File: config.mk
export PLATFORM = sky130hd
export DESIGN_NAME = pong_engine
export DESIGN_NICKNAME = d
export VERILOG_FILES = /design/src/rtl/pong_pkg.sv /design/src/rtl/pong_paddle.sv /design/src/rtl/pong_engine.sv
export SDC_FILE = /design/constraint.sdc
export NUM_CORES = 1
export LEC_CHECK = 0
export BUFFER_PORTS_ARGS = -buffer_cell sky130_fd_sc_hd__buf_2
export CAP_MARGIN = 20
export CORE_ASPECT_RATIO = 1.4
export CORE_MARGIN = 5
export CORE_UTILIZATION = 52
export CTS_BUF_LIST = sky130_fd_sc_hd__clkbuf_8
export DETAILED_ROUTE_END_ITERATION = 7
export GPL_ROUTABILITY_DRIVEN = 0
export PLACE_DENSITY = 0.78
export SLEW_MARGIN = 10
export SYNTH_ARGS = -nofsm -noshare
export SYNTH_HDL_FRONTEND = slang
export SYNTH_SLANG_ARGS = --single-unit
File: constraint.sdc
create_clock -name sysclk -period 4 [get_ports sysclk]
set_clock_uncertainty 0.1 [all_clocks]
set_input_delay 0.2 -clock sysclk [delete_from_list [all_inputs] [get_ports sysclk]]
set_output_delay 0.2 -clock sysclk [all_outputs]
set_load 0.03 [all_outputs]
File: src/rtl/pong_pkg.sv
// Shared types and helpers for the pong engine: FSM states, winner codes,
// horizontal direction encoding and the paddle offset-to-direction rule.
package pong_pkg;

   typedef enum logic [2:0] {
      ST_IDLE  = 3'd0,
      ST_SERVE = 3'd1,
      ST_PLAY  = 3'd2,
      ST_POINT = 3'd3,
      ST_OVER  = 3'd4
   } state_e;

   typedef enum logic [1:0] {
      WIN_NONE = 2'd0,
      WIN_P1   = 2'd1,
      WIN_P2   = 2'd2
   } winner_e;

   typedef enum logic [1:0] {
      DX_NEG  = 2'd0,
      DX_ZERO = 2'd1,
      DX_POS  = 2'd2
   } dx_e;

   // Left part of the paddle kicks left, exact centre goes straight, right part kicks right.
   function automatic dx_e offset_to_dx(input int offset, input int paddle_len);
      if (2 * offset < paddle_len - 1)
         return DX_NEG;
      else if (2 * offset == paddle_len - 1)
         return DX_ZERO;
      else
         return DX_POS;
   endfunction

   function automatic int dx_step(input dx_e d);
      case (d)
         DX_NEG:  return -1;
         DX_POS:  return 1;
         default: return 0;
      endcase
   endfunction

endpackage

File: src/rtl/pong_paddle.sv
// One paddle: left-column position stepped by up/dn buttons on an enable,
// saturating at 0 and at GRID_W-PADDLE_LEN; both buttons together cancel.
module pong_paddle #(
   parameter int GRID_W     = 8,
   parameter int PADDLE_LEN = 3
) (
   input  logic                      sysclk,
   input  logic                      rst_n,
   input  logic                      step_i,
   input  logic                      up_i,
   input  logic                      dn_i,
   output logic [$clog2(GRID_W)-1:0] pos_o
);

   localparam int PW = $clog2(GRID_W);
   localparam logic [PW-1:0] MAX_POS = PW'(GRID_W - PADDLE_LEN);

   logic [PW-1:0] pos_q, pos_d;

   always_comb begin
      // NOTE: default assigned first so every path drives pos_d and no latch is inferred.
      pos_d = pos_q;
      if (step_i && (up_i ^ dn_i)) begin
         if (up_i && pos_q != '0)
            pos_d = pos_q - 1'b1;
         else if (dn_i && pos_q != MAX_POS)
            pos_d = pos_q + 1'b1;
      end
   end

   always_ff @(posedge sysclk) begin
      // NOTE: non-blocking assignments so every flop samples pre-edge values.
      if (!rst_n)
         pos_q <= '0;
      else
         pos_q <= pos_d;
   end

   assign pos_o = pos_q;

endmodule

File: src/rtl/pong_engine.sv
// Two-player pong game engine on a GRID_W x GRID_H cell grid.
// Define PONG_AUTO_P2_EN to let P2 track the ball instead of using its buttons.
module pong_engine
   import pong_pkg::*;
#(
   parameter int GRID_W      = 8,
   parameter int GRID_H      = 8,
   parameter int PADDLE_LEN  = 3,
   parameter int WIN_SCORE   = 9,
   parameter int SERVE_TICKS = 2
) (
   input  logic                      sysclk,
   input  logic                      rst_n,
   input  logic                      ball_tick,
   input  logic                      paddle_tick,
   input  logic                      p1_up,
   input  logic                      p1_dn,
   input  logic                      p2_up,
   input  logic                      p2_dn,
   input  logic                      start,
   output logic [$clog2(GRID_W)-1:0] ball_x,
   output logic [$clog2(GRID_H)-1:0] ball_y,
   output logic [$clog2(GRID_W)-1:0] p1_pos,
   output logic [$clog2(GRID_W)-1:0] p2_pos,
   output logic [3:0]                score1,
   output logic [3:0]                score2,
   output logic [2:0]                state,
   output logic [1:0]                winner,
   output logic                      point_pulse
);

   localparam int XW  = $clog2(GRID_W);
   localparam int YW  = $clog2(GRID_H);
   localparam int SCW = (SERVE_TICKS > 1) ? $clog2(SERVE_TICKS) : 1;
   localparam logic [XW-1:0] X_MID  = XW'(GRID_W / 2);
   localparam logic [XW-1:0] X_LAST = XW'(GRID_W - 1);
   localparam logic [YW-1:0] Y_MID  = YW'(GRID_H / 2);
   localparam logic [YW-1:0] Y_LAST = YW'(GRID_H - 1);
   localparam logic [3:0]    WIN_PTS = 4'(WIN_SCORE);

   state_e         state_q, state_d;
   logic [XW-1:0]  ball_x_q, ball_x_d;
   logic [YW-1:0]  ball_y_q, ball_y_d;
   dx_e            dx_q, dx_d;
   logic           dy_pos_q, dy_pos_d;
   logic [SCW-1:0] serve_cnt_q, serve_cnt_d;
   logic [3:0]     score1_q, score1_d;
   logic [3:0]     score2_q, score2_d;
   winner_e        winner_q, winner_d;
   logic           pulse_q, pulse_d;

   logic [XW-1:0]  p1_pos_q, p2_pos_q;
   logic           paddle_en, p2_up_eff, p2_dn_eff;
   logic           serve_done, at_row_v, hit_v, dy_v;
   dx_e            dx_v;
   int             off_v;

   function automatic dx_e wall_reflect(input logic [XW-1:0] x, input dx_e d);
      if (x == '0 && d == DX_NEG)
         return DX_POS;
      if (x == X_LAST && d == DX_POS)
         return DX_NEG;
      return d;
   endfunction

   assign serve_done = (SERVE_TICKS == 0) ||
                       (ball_tick && (int'(serve_cnt_q) >= SERVE_TICKS - 1));

   always_comb begin
      state_d     = state_q;
      ball_x_d    = ball_x_q;
      ball_y_d    = ball_y_q;
      dx_d        = dx_q;
      dy_pos_d    = dy_pos_q;
      serve_cnt_d = serve_cnt_q;
      score1_d    = score1_q;
      score2_d    = score2_q;
      winner_d    = winner_q;
      pulse_d     = 1'b0;
      dx_v        = wall_reflect(ball_x_q, dx_q);
      dy_v        = dy_pos_q;
      // Paddle check uses the registered (pre-update) paddle positions.
      at_row_v    = dy_pos_q ? (ball_y_q == Y_LAST) : (ball_y_q == '0);
      off_v       = int'(ball_x_q) - int'(dy_pos_q ? p1_pos_q : p2_pos_q);
      hit_v       = at_row_v && (off_v >= 0) && (off_v < PADDLE_LEN);

      unique case (state_q)
         ST_IDLE: begin
            if (start) begin
               state_d     = ST_SERVE;
               ball_x_d    = X_MID;
               ball_y_d    = Y_MID;
               dx_d        = DX_ZERO;
               dy_pos_d    = 1'b1;
               serve_cnt_d = '0;
            end
         end
         ST_SERVE: begin
            if (serve_done) begin
               state_d     = ST_PLAY;
               serve_cnt_d = '0;
            end else if (ball_tick) begin
               serve_cnt_d = serve_cnt_q + 1'b1;
            end
         end
         ST_PLAY: begin
            if (ball_tick) begin
               if (at_row_v && !hit_v) begin
                  // Miss: ball stays put, dy keeps pointing at the conceding player.
                  pulse_d = 1'b1;
                  state_d = ST_POINT;
                  if (dy_pos_q) begin
                     if (score2_q != 4'hF) score2_d = score2_q + 4'd1;
                  end else begin
                     if (score1_q != 4'hF) score1_d = score1_q + 4'd1;
                  end
               end else begin
                  if (hit_v) begin
                     dy_v = ~dy_pos_q;
                     dx_v = wall_reflect(ball_x_q, offset_to_dx(off_v, PADDLE_LEN));
                  end
                  ball_x_d = XW'(int'(ball_x_q) + dx_step(dx_v));
                  ball_y_d = dy_v ? ball_y_q + 1'b1 : ball_y_q - 1'b1;
                  dx_d     = dx_v;
                  dy_pos_d = dy_v;
               end
            end
         end
         ST_POINT: begin
            if (score1_q == WIN_PTS || score2_q == WIN_PTS) begin
               state_d  = ST_OVER;
               winner_d = (score1_q == WIN_PTS) ? WIN_P1 : WIN_P2;
            end else begin
               state_d     = ST_SERVE;
               ball_x_d    = X_MID;
               ball_y_d    = Y_MID;
               dx_d        = DX_ZERO;
               serve_cnt_d = '0;
            end
         end
         ST_OVER: begin
            if (start) begin
               state_d  = ST_IDLE;
               score1_d = '0;
               score2_d = '0;
               winner_d = WIN_NONE;
            end
         end
         default: state_d = ST_IDLE;
      endcase
   end

   always_ff @(posedge sysclk) begin
      if (!rst_n) begin
         state_q     <= ST_IDLE;
         ball_x_q    <= X_MID;
         ball_y_q    <= Y_MID;
         dx_q        <= DX_ZERO;
         dy_pos_q    <= 1'b1;
         serve_cnt_q <= '0;
         score1_q    <= '0;
         score2_q    <= '0;
         winner_q    <= WIN_NONE;
         pulse_q     <= 1'b0;
      end else begin
         state_q     <= state_d;
         ball_x_q    <= ball_x_d;
         ball_y_q    <= ball_y_d;
         dx_q        <= dx_d;
         dy_pos_q    <= dy_pos_d;
         serve_cnt_q <= serve_cnt_d;
         score1_q    <= score1_d;
         score2_q    <= score2_d;
         winner_q    <= winner_d;
         pulse_q     <= pulse_d;
      end
   end

   assign paddle_en = paddle_tick && (state_q != ST_OVER);

`ifdef PONG_AUTO_P2_EN
   int   p2_target;
   logic unused_p2_buttons;
   assign unused_p2_buttons = p2_up ^ p2_dn;
   always_comb begin
      p2_target = int'(ball_x_q) - (PADDLE_LEN - 1) / 2;
      p2_up_eff = int'(p2_pos_q) > p2_target;
      p2_dn_eff = int'(p2_pos_q) < p2_target;
   end
`else
   assign p2_up_eff = p2_up;
   assign p2_dn_eff = p2_dn;
`endif

   pong_paddle #(.GRID_W(GRID_W), .PADDLE_LEN(PADDLE_LEN)) u_p1_paddle (
      .sysclk (sysclk),
      .rst_n  (rst_n),
      .step_i (paddle_en),
      .up_i   (p1_up),
      .dn_i   (p1_dn),
      .pos_o  (p1_pos_q)
   );

   pong_paddle #(.GRID_W(GRID_W), .PADDLE_LEN(PADDLE_LEN)) u_p2_paddle (
      .sysclk (sysclk),
      .rst_n  (rst_n),
      .step_i (paddle_en),
      .up_i   (p2_up_eff),
      .dn_i   (p2_dn_eff),
      .pos_o  (p2_pos_q)
   );

   assign ball_x      = ball_x_q;
   assign ball_y      = ball_y_q;
   assign p1_pos      = p1_pos_q;
   assign p2_pos      = p2_pos_q;
   assign score1      = score1_q;
   assign score2      = score2_q;
   assign state       = state_q;
   assign winner      = winner_q;
   assign point_pulse = pulse_q;

endmodule

* After elaboration in Yosys (flattened, before gate mapping) *
Cells that the tools add are included.

operators by class
  $add $sub $neg = 11
  $lt $le $gt $ge = 4
  equality and inequality tests = 30
  muxes and demuxes = 92
  bitwise logic cells = 3
  reductions and logical operators = 42

operator list
  kind                                               count
  two-way mux 3 bit                                  21
  two-way mux 2 bit                                  25
  two-way mux 4 bit                                  9
  two-way mux 1 bit                                  27
  != test 2 bit (second input constant)              12
  case mux 3 bit (3 select lines)                    2
  case mux 4 bit (2 select lines)                    2
  logical AND 1 bit                                  15
  case mux 3 bit (5 select lines)                    1
  != test 3 bit (second input constant)              4
  AND reduction 6 bit                                2
  nonzero test 3 bit                                 4
  AND reduction 5 bit                                2
  nonzero test 2 bit                                 5
  adder 3 x 1 -> 3 bit (second input constant)       3
  == test 3 bit (second input constant)              3
  logical NOT 3 bit                                  3
  subtractor 3 x 1 -> 3 bit (second input constant)  3
  adder 4 x 1 -> 4 bit (second input constant)       2
  == test 4 bit (second input constant)              2
  != test 4 bit (second input constant)              2
  AND reduction 4 bit                                2
  == test 2 bit (second input constant)              3
  == test 3 x 2 -> 1 bit (second input constant)     2
  other kinds (21)                                   26

storage, ports and cells
  register bits after elaboration = 30
  output and inout bits = 26

* Depth between registers and ports, before layout *
Gate-level depths: netlist of the first run.

  depth after elaboration = 37
  depth in mapped cells = 16
  mapped depth without buffers = 15

* By module *
A second synthesis of the first run with hierarchy kept.

second synthesis, totals
  cell total of the unflattened synthesis = 257
  area total of the unflattened synthesis = 2,130.8 sq um

modules (own cells, without submodules)
  module       instances  cells an instance  area each (sq um)
  pong_engine  1          205                1,655.3
  pong_paddle  2          26                 237.7

* Worst setup path after synthesis of the first run *
No wires, ideal clock.

  path kind = register -> register
  from = reg u_p2_paddle.pos_q[0], in the netlist u_p2_paddle.pos_o[0]
  to = reg ball_x_q[2], in the netlist ball_x[2]
  arrival time = 3.798 ns
  required time = 3.769 ns
  setup slack = -0.029 ns
  cell stages (with the launch flop) = 14
  path through = dfxtp_1 -> inv_1 -> o21ai_0 -> ha_1 -> fa_1 -> o221ai_2 -> mux2_4 -> nor2_1 -> nand2_1 -> fa_1 -> or3_1 -> or4b_1 -> o221ai_1 -> o31ai_1

on the way
  longest elaborated chain between the ends = 32
  elaborated cells between the ends (all ways) = 50
  those cells by class = add/sub (2); order compare (3); eq/ne (4); mux (32); reduce/logical (9)

RTL lines
  item                                                                          line                source
  start, declared                                                               pong_paddle.sv:18   logic [PW-1:0] pos_q, pos_d;
  start signal, assigned                                                        pong_paddle.sv:36   pos_q <= pos_d;
  two-way mux 3 bit (*)                                                         pong_engine.sv:84   off_v = int'(ball_x_q) - int'(dy_pos_q ? p1_pos_q : p2_pos_q);
  subtractor 3 x 3 -> 4 bit (*)                                                 pong_engine.sv:84
  branches (longest 30 deep; another with less-than comparator 5 x 3 -> 1 bit)  --
  end signal, assigned                                                          pong_engine.sv:167  ball_x_q <= ball_x_d;
  end, declared                                                                 pong_engine.sv:42   logic [XW-1:0] ball_x_q, ball_x_d;

Mark *: on every way between the ends. The select of a mux whose other input is x is not followed.
A chain may end at the register's enable or synchronous reset.

* Final worst setup path of the first run *
Same ends and word-level chain as after synthesis.

==> results of run 1 <==
-- how the worst min path moves through the flow --
stage                    from          end  slack, ps
finish                  rst_n      dx_q[0]         70
global route            rst_n    ball_x[2]         80
CTS                     rst_n      dx_q[0]         50
detailed placement      rst_n      dx_q[0]        350
global placement        rst_n      dx_q[0]        350
floorplan           ball_tick  point_pulse        250
-- flip-flops by register name, indices dropped and copies added, names as in the netlist --
register / count
score1: 4
point_pulse: 1
winner: 2
score2: 4
u_p1_paddle.pos_o: 3
dy_pos_q: 1
serve_cnt_q: 1
ball_x: 3
state: 3
u_p2_paddle.pos_o: 3
dx_q: 2
ball_y: 3
-- cells by family (layout without fill, tap and decap cells) --
group,Yosys count,count (layout)
DFF,30,30
and+or+nand+nor,104,104
buffers and inverters,24,61
AOI/OAI and AO/OA,54,54
muxes,8,8
adders and majority gates,13,13
xor gates and xnor gates,13,13
-- power by group --
| part | switching (mW) | leakage (nW) | internal (mW) |
|---|---|---|---|
| registers | 0.0126 | 0.244 | 0.306 |
| clock network | 0.110 | 0.0438 | 0.116 |
| logic | 0.0691 | 0.705 | 0.0426 |
| total | 0.192 | 0.992 | 0.465 |
-- stage by stage --
stage                      util  area (um^2)  setup WS, ps
after global routing      0.624         2290          25.6
after detailed placement  0.598         2200           160
final                     0.624         2290           246
after CTS                 0.619         2280           143
after global placement    0.598         2200           208
after floorplan               -         1980          13.3
-- cell usage in the layout, fill, tap and decap left out, types with 5 or more instances in the layout --
| cell type | instances |
|---|---|
| buf_2 | 34 |
| dfxtp_1 | 28 |
| o21ai_0 | 8 |
| nor2_1 | 28 |
| o31ai_1 | 5 |
| mux2i_1 | 6 |
| clkbuf_8 | 5 |
| a211oi_1 | 8 |
| inv_1 | 16 |
| nand2b_1 | 5 |
| nand4_1 | 7 |
| nand3_1 | 5 |
| a21oi_1 | 11 |
| ha_1 | 8 |
| xor2_1 | 7 |
| nand2_1 | 34 |
| xnor2_1 | 6 |
-- layer usage --
| metal | GRT usage | vias up |
|---|---|---|
| met5 | 0 | - |
| met4 | 0.0888 | 0 |
| met3 | 0.0481 | 8 |
| met2 | 0.333 | 28 |
| met1 | 0.213 | 848 |
| li1 | - | 942 |
-- layout make-up --
type / instances / area share
clock buffers: 5 / 0.0300
multi-input cells: 192 / 0.568
inverters: 17 / 0.0278
repair buffers: 37 / 0.0841
flip-flops and latches: 30 / 0.263
well taps: 42 / 0.0229
clock inverters: 2 / 0.00437
-- critical path: cells and delay by family (launching register included) --
family,cells,cell delay [ps]
simple gates,4,1060
flops,1,380
compound gates,4,610
buf+inv,1,80
mux,1,330
fa+ha+maj,3,1080
-- repair_timing --
action                                  in CTS  in global routing
hold endpoints to repair                     0                  0
endpoints found under the setup margin       0                  1
resized for setup                            0                  3
==> results.sh, run 1 <==
export IMPL_worst_setup_path_start_kind="flip-flop"
export IMPL_finalSetupViolations=0
export IMPL_nets=305
export IMPL_grt_overflow=0
export IMPL_synth_edff_count=0
export IMPL_required_ps=4070
export IMPL_fillers=342
export IMPL_totalWireLength_um=4420
export IMPL_pwr_density_cell_nw_per_um2=287
export IMPL_drc=0
export IMPL_wl_met3_um=202
export IMPL_slowest_delay_ps=500
export IMPL_final_cells=325
export IMPL_path_max_fanout=6
export IMPL_outcome="complete, no violations"
export IMPL_dp_cells=318
export IMPL_cp_cell_sequence="inv_1, o21ai_0, ha_1, fa_1, o221ai_2, mux2_4, nor2_1, nand2_1, fa_2, or3_1, or4b_1, o221ai_1, o31ai_1"
export IMPL_h_tree_depth=2
export IMPL_ant_nets=0
export IMPL_antenna_found_initial=0
export IMPL_yosysWarnings=0
export IMPL_drtPass1Iterations=4
export IMPL_multi_input_area_um2=1300
export IMPL_coreArea_um2=3680
export IMPL_ys_seq_area_frac=0.304
export IMPL_clock_sinks=30
export IMPL_maxSlewViolCount=0
export IMPL_crit_path_start="u_p2_paddle.pos_o[0]"
export IMPL_hold_violations=0
export IMPL_wl_met2_um=2330
export IMPL_clk_pin_slew_ps=70
export IMPL_synthTopCellsByArea="dfxtp_1, nand2_1, nor2_1, fa_1, ha_1"
export IMPL_cp_slowest_cell="or4b_1"
export IMPL_r2r_slack_ps=250
export IMPL_postSynthCellCount=246
export IMPL_viasPerCell=5.62
export IMPL_end_kind="flip-flop"
export IMPL_leakage_nw=0.992
export IMPL_power_mw=0.657
export IMPL_netlist_area_um2=1980
export IMPL_layout_min_cycle_time_ps=3750
export IMPL_row_count=26
export IMPL_ctsLongestPathBuffers=2
export IMPL_postCtsSetupBuffers=0
export IMPL_grt_max_degree=19
export IMPL_fp_dieH_um=82.9
export IMPL_synth_compound_area_frac=0.191
export IMPL_synth_nets=268
export IMPL_fin_crit_sh=0.939
export IMPL_synth_top_family_by_area="simple AND/OR/NAND/NOR gates"
export IMPL_whs_path_depth=2
export IMPL_ctsHoldBuffers=0
export IMPL_num_vias=1826
export IMPL_cts_tree="done"
export IMPL_cap_violations=0
export IMPL_synthXorXnorAreaFrac=0.0576
export IMPL_worst_pin_slew_ps=574
export IMPL_grt_pass1_wl_um=7790
export IMPL_synth_mux_area_frac=0.0437
export IMPL_top_layer="met4"
export IMPL_ios=35
export IMPL_yosysTopAreaCell="dfxtp_1"
export IMPL_synth_area_per_cell_um2=8.03
export IMPL_ys_types=48
export IMPL_numPortBuffers=34
export IMPL_worstSkewPairLatency_ps=280
export IMPL_grt_setup_unrepaired="no"
export IMPL_numCtsBuffers=5
export IMPL_drt_met1_wl_um=1790
export IMPL_start_util=0.537
export IMPL_detailed_place_hpwl_um=3420
export IMPL_drive_gt1_frac=0.205
export IMPL_synthFlopType="dfxtp_1"
export IMPL_synth_top_area_share=0.304
export IMPL_synth_fa_ha_area_frac=0.101
export IMPL_regArea_um2=603
export IMPL_r2r_cells=13
export IMPL_critPathKind="reg2reg"
export IMPL_synthSimpleGateAreaFrac=0.256
export IMPL_root_buffer="clkbuf_8"
export IMPL_die_area_um2=5150
export IMPL_die_x_um=62.1
export IMPL_synthArstFlopShare=0
export IMPL_synth_most_common_cell="nand2_1"
export IMPL_grt_pass1_vias=1808
export IMPL_ys_seq_elements=30
export IMPL_routedWlPerCell_um=13.6
export IMPL_r2r_end="ball_x[2]"
export IMPL_hold_ws_ps=65.8
export IMPL_hold_path_class="in2reg"
export IMPL_fmax_ghz=0.266
export IMPL_ir_worst_vdd_v=0.000251
export IMPL_grt_usage=0.195
export IMPL_reg2reg_from="u_p2_paddle.pos_o[0]"
export IMPL_drt_initial_drc_count=37
export IMPL_crit_path_end="ball_x[2]"
export IMPL_cp_data_arrival_time_ps=3820
export IMPL_area_delta_synth_final_pct=16.0
export IMPL_synth_common_cells="nand2_1, dfxtp_1, nor2_1"
export IMPL_slew_headroom=0.615
export IMPL_setup_tns_final_ps=0
export IMPL_diodes=0
Power figures use the tool's default switching activity.
==> inputs of run 2 (changes only) <==
--- a/config.mk
+++ b/config.mk
@@ -7,13 +7,15 @@
 export LEC_CHECK = 0
 export BUFFER_PORTS_ARGS = -buffer_cell sky130_fd_sc_hd__buf_2
 export CAP_MARGIN = 20
+export CELL_PAD_IN_SITES_DETAIL_PLACEMENT = 2
+export CELL_PAD_IN_SITES_GLOBAL_PLACEMENT = 2
 export CORE_ASPECT_RATIO = 1.4
 export CORE_MARGIN = 5
-export CORE_UTILIZATION = 52
+export CORE_UTILIZATION = 30
 export CTS_BUF_LIST = sky130_fd_sc_hd__clkbuf_8
 export DETAILED_ROUTE_END_ITERATION = 7
 export GPL_ROUTABILITY_DRIVEN = 0
-export PLACE_DENSITY = 0.78
+export PLACE_DENSITY_LB_ADDON = 0.1
 export SLEW_MARGIN = 10
 export SYNTH_ARGS = -nofsm -noshare
 export SYNTH_HDL_FRONTEND = slang
==> results.sh, run 2 (synthesized netlist as in run 1, its figures left out) <==
export IMPL_outcome="complete, no violations"
export IMPL_cap_violations=0
export IMPL_routedWlPerCell_um=17.1
export IMPL_fillers=776
export IMPL_pwr_density_cell_nw_per_um2=292
export IMPL_root_buffer="clkbuf_8"
export IMPL_ant_nets=0
export IMPL_grt_overflow=0
export IMPL_die_x_um=78.6
export IMPL_worst_pin_slew_ps=581
export IMPL_drtPass1Iterations=4
export IMPL_drt_initial_drc_count=41
export IMPL_layout_min_cycle_time_ps=3840
export IMPL_path_max_fanout=4
export IMPL_worst_setup_path_start_kind="flip-flop"
export IMPL_slew_headroom=0.610
export IMPL_clk_pin_slew_ps=70
export IMPL_hold_path_class="in2reg"
export IMPL_grt_pass1_wl_um=10200
export IMPL_grt_usage=0.154
export IMPL_critPathKind="reg2reg"
export IMPL_numPortBuffers=34
export IMPL_fp_dieH_um=106
export IMPL_cts_resized=0
export IMPL_hold_ws_ps=71.0
export IMPL_cts_tree="done"
export IMPL_maxSlewViolCount=0
export IMPL_grt_pass1_vias=2116
export IMPL_worstSkewPairLatency_ps=280
export IMPL_end_kind="flip-flop"
export IMPL_leakage_nw=1.02
export IMPL_clock_sinks=30
export IMPL_nets=308
export IMPL_row_count=35
export IMPL_die_area_um2=8330
export IMPL_postCtsSetupBuffers=0
export IMPL_setup_slack_ps=163
export IMPL_finalSetupViolations=0
export IMPL_start_util=0.305
export IMPL_grt_max_degree=19
export IMPL_ctsLongestPathBuffers=2
export IMPL_numCtsBuffers=5
export IMPL_cp_data_arrival_time_ps=3910
export IMPL_totalWireLength_um=6170
export IMPL_diodes=0
export IMPL_ir_worst_vdd_v=0.000143
export IMPL_detailed_place_hpwl_um=4800
export IMPL_h_tree_depth=2
export IMPL_fmax_ghz=0.261
export IMPL_drc=0
export IMPL_required_ps=4070
export IMPL_layout_common_cells="nand2_1, buf_2, nor2_1"
export IMPL_num_vias=1952
export IMPL_viasPerCell=5.41
export IMPL_antenna_found_initial=0
export IMPL_drive_gt1_frac=0.226
export IMPL_coreArea_um2=6480
export IMPL_post_place_ws_ps=48.2
export IMPL_fin_crit_sh=0.959
export IMPL_ios=35
export IMPL_ctsHoldBuffers=0
export IMPL_setup_tns_final_ps=0
export IMPL_power_mw=0.699
export IMPL_area_delta_synth_final_pct=21.1
export IMPL_utilization=0.369
export IMPL_hold_violations=0
[run 2: cell types whose count changed in the layout (fill, tap and decap cells not counted), sizes merged]
cell,before,now
clkbuf,5,6
inv,16,17
buf,37,40
clkinv,3,2
[run 2: final timing paths]
kind | from | to | slack (ps) | depth (start not counted)
max reg2reg | u_p2_paddle.pos_o[1] | ball_x[2] | 160 | 14
min | rst_n | dx_q[0] | 70 | 2
min reg2reg | dx_q[1] | dx_q[1] | 390 | 2
max | u_p2_paddle.pos_o[1] | ball_x[2] | 160 | 14
[run 2: final cells by class]
cell class | instances | area [um^2] | area share
clock buffers | 6 | 82.6 | 0.0345
clock inverters | 2 | 8.76 | 0.00366
inverters | 17 | 63.8 | 0.0267
multi-input cells | 192 | 1320 | 0.552
flip-flops and latches | 30 | 608 | 0.254
well taps | 74 | 92.6 | 0.0387
repair buffers | 40 | 215 | 0.0900
[run 2: metal layers]
| metal | up-vias | global-route usage | wire length [um] |
|---|---|---|---|
| met4 | 0 | 0.0450 | 75 |
| met2 | 26 | 0.288 | 3310 |
| li1 | 947 | - | - |
| met1 | 974 | 0.172 | 2620 |
| met3 | 5 | 0.0297 | 174 |
| met5 | - | 0 | 0 |
[run 2: per-stage QoR]
stage / cells / area [um^2]
after floorplan: 246 / 1980
after global placement: 353 / 2260
after detailed placement: 353 / 2260
after CTS: 361 / 2350
after global routing: 361 / 2390
final: 361 / 2390
[run 2: where the power goes]
| group | total (mW) | switching (mW) | leakage (nW) | internal, mW |
|---|---|---|---|---|
| clock network | 0.257 | 0.120 | 0.0524 | 0.136 |
| registers | 0.319 | 0.0134 | 0.244 | 0.306 |
| logic | 0.122 | 0.0773 | 0.719 | 0.0450 |
[run 2: worst max-delay path, cell delays in order (launching register included)]
cell      delay [ps]
dfxtp_2          360
inv_1             90
o21a_1           210
ha_1             270
nor2b_1          160
o311a_4          340
o221ai_4         170
mux2_4           330
nor2_1           120
nand2_1           90
fa_1             430
or3_1            360
or4b_1           500
o221ai_1          90
o31ai_1          110
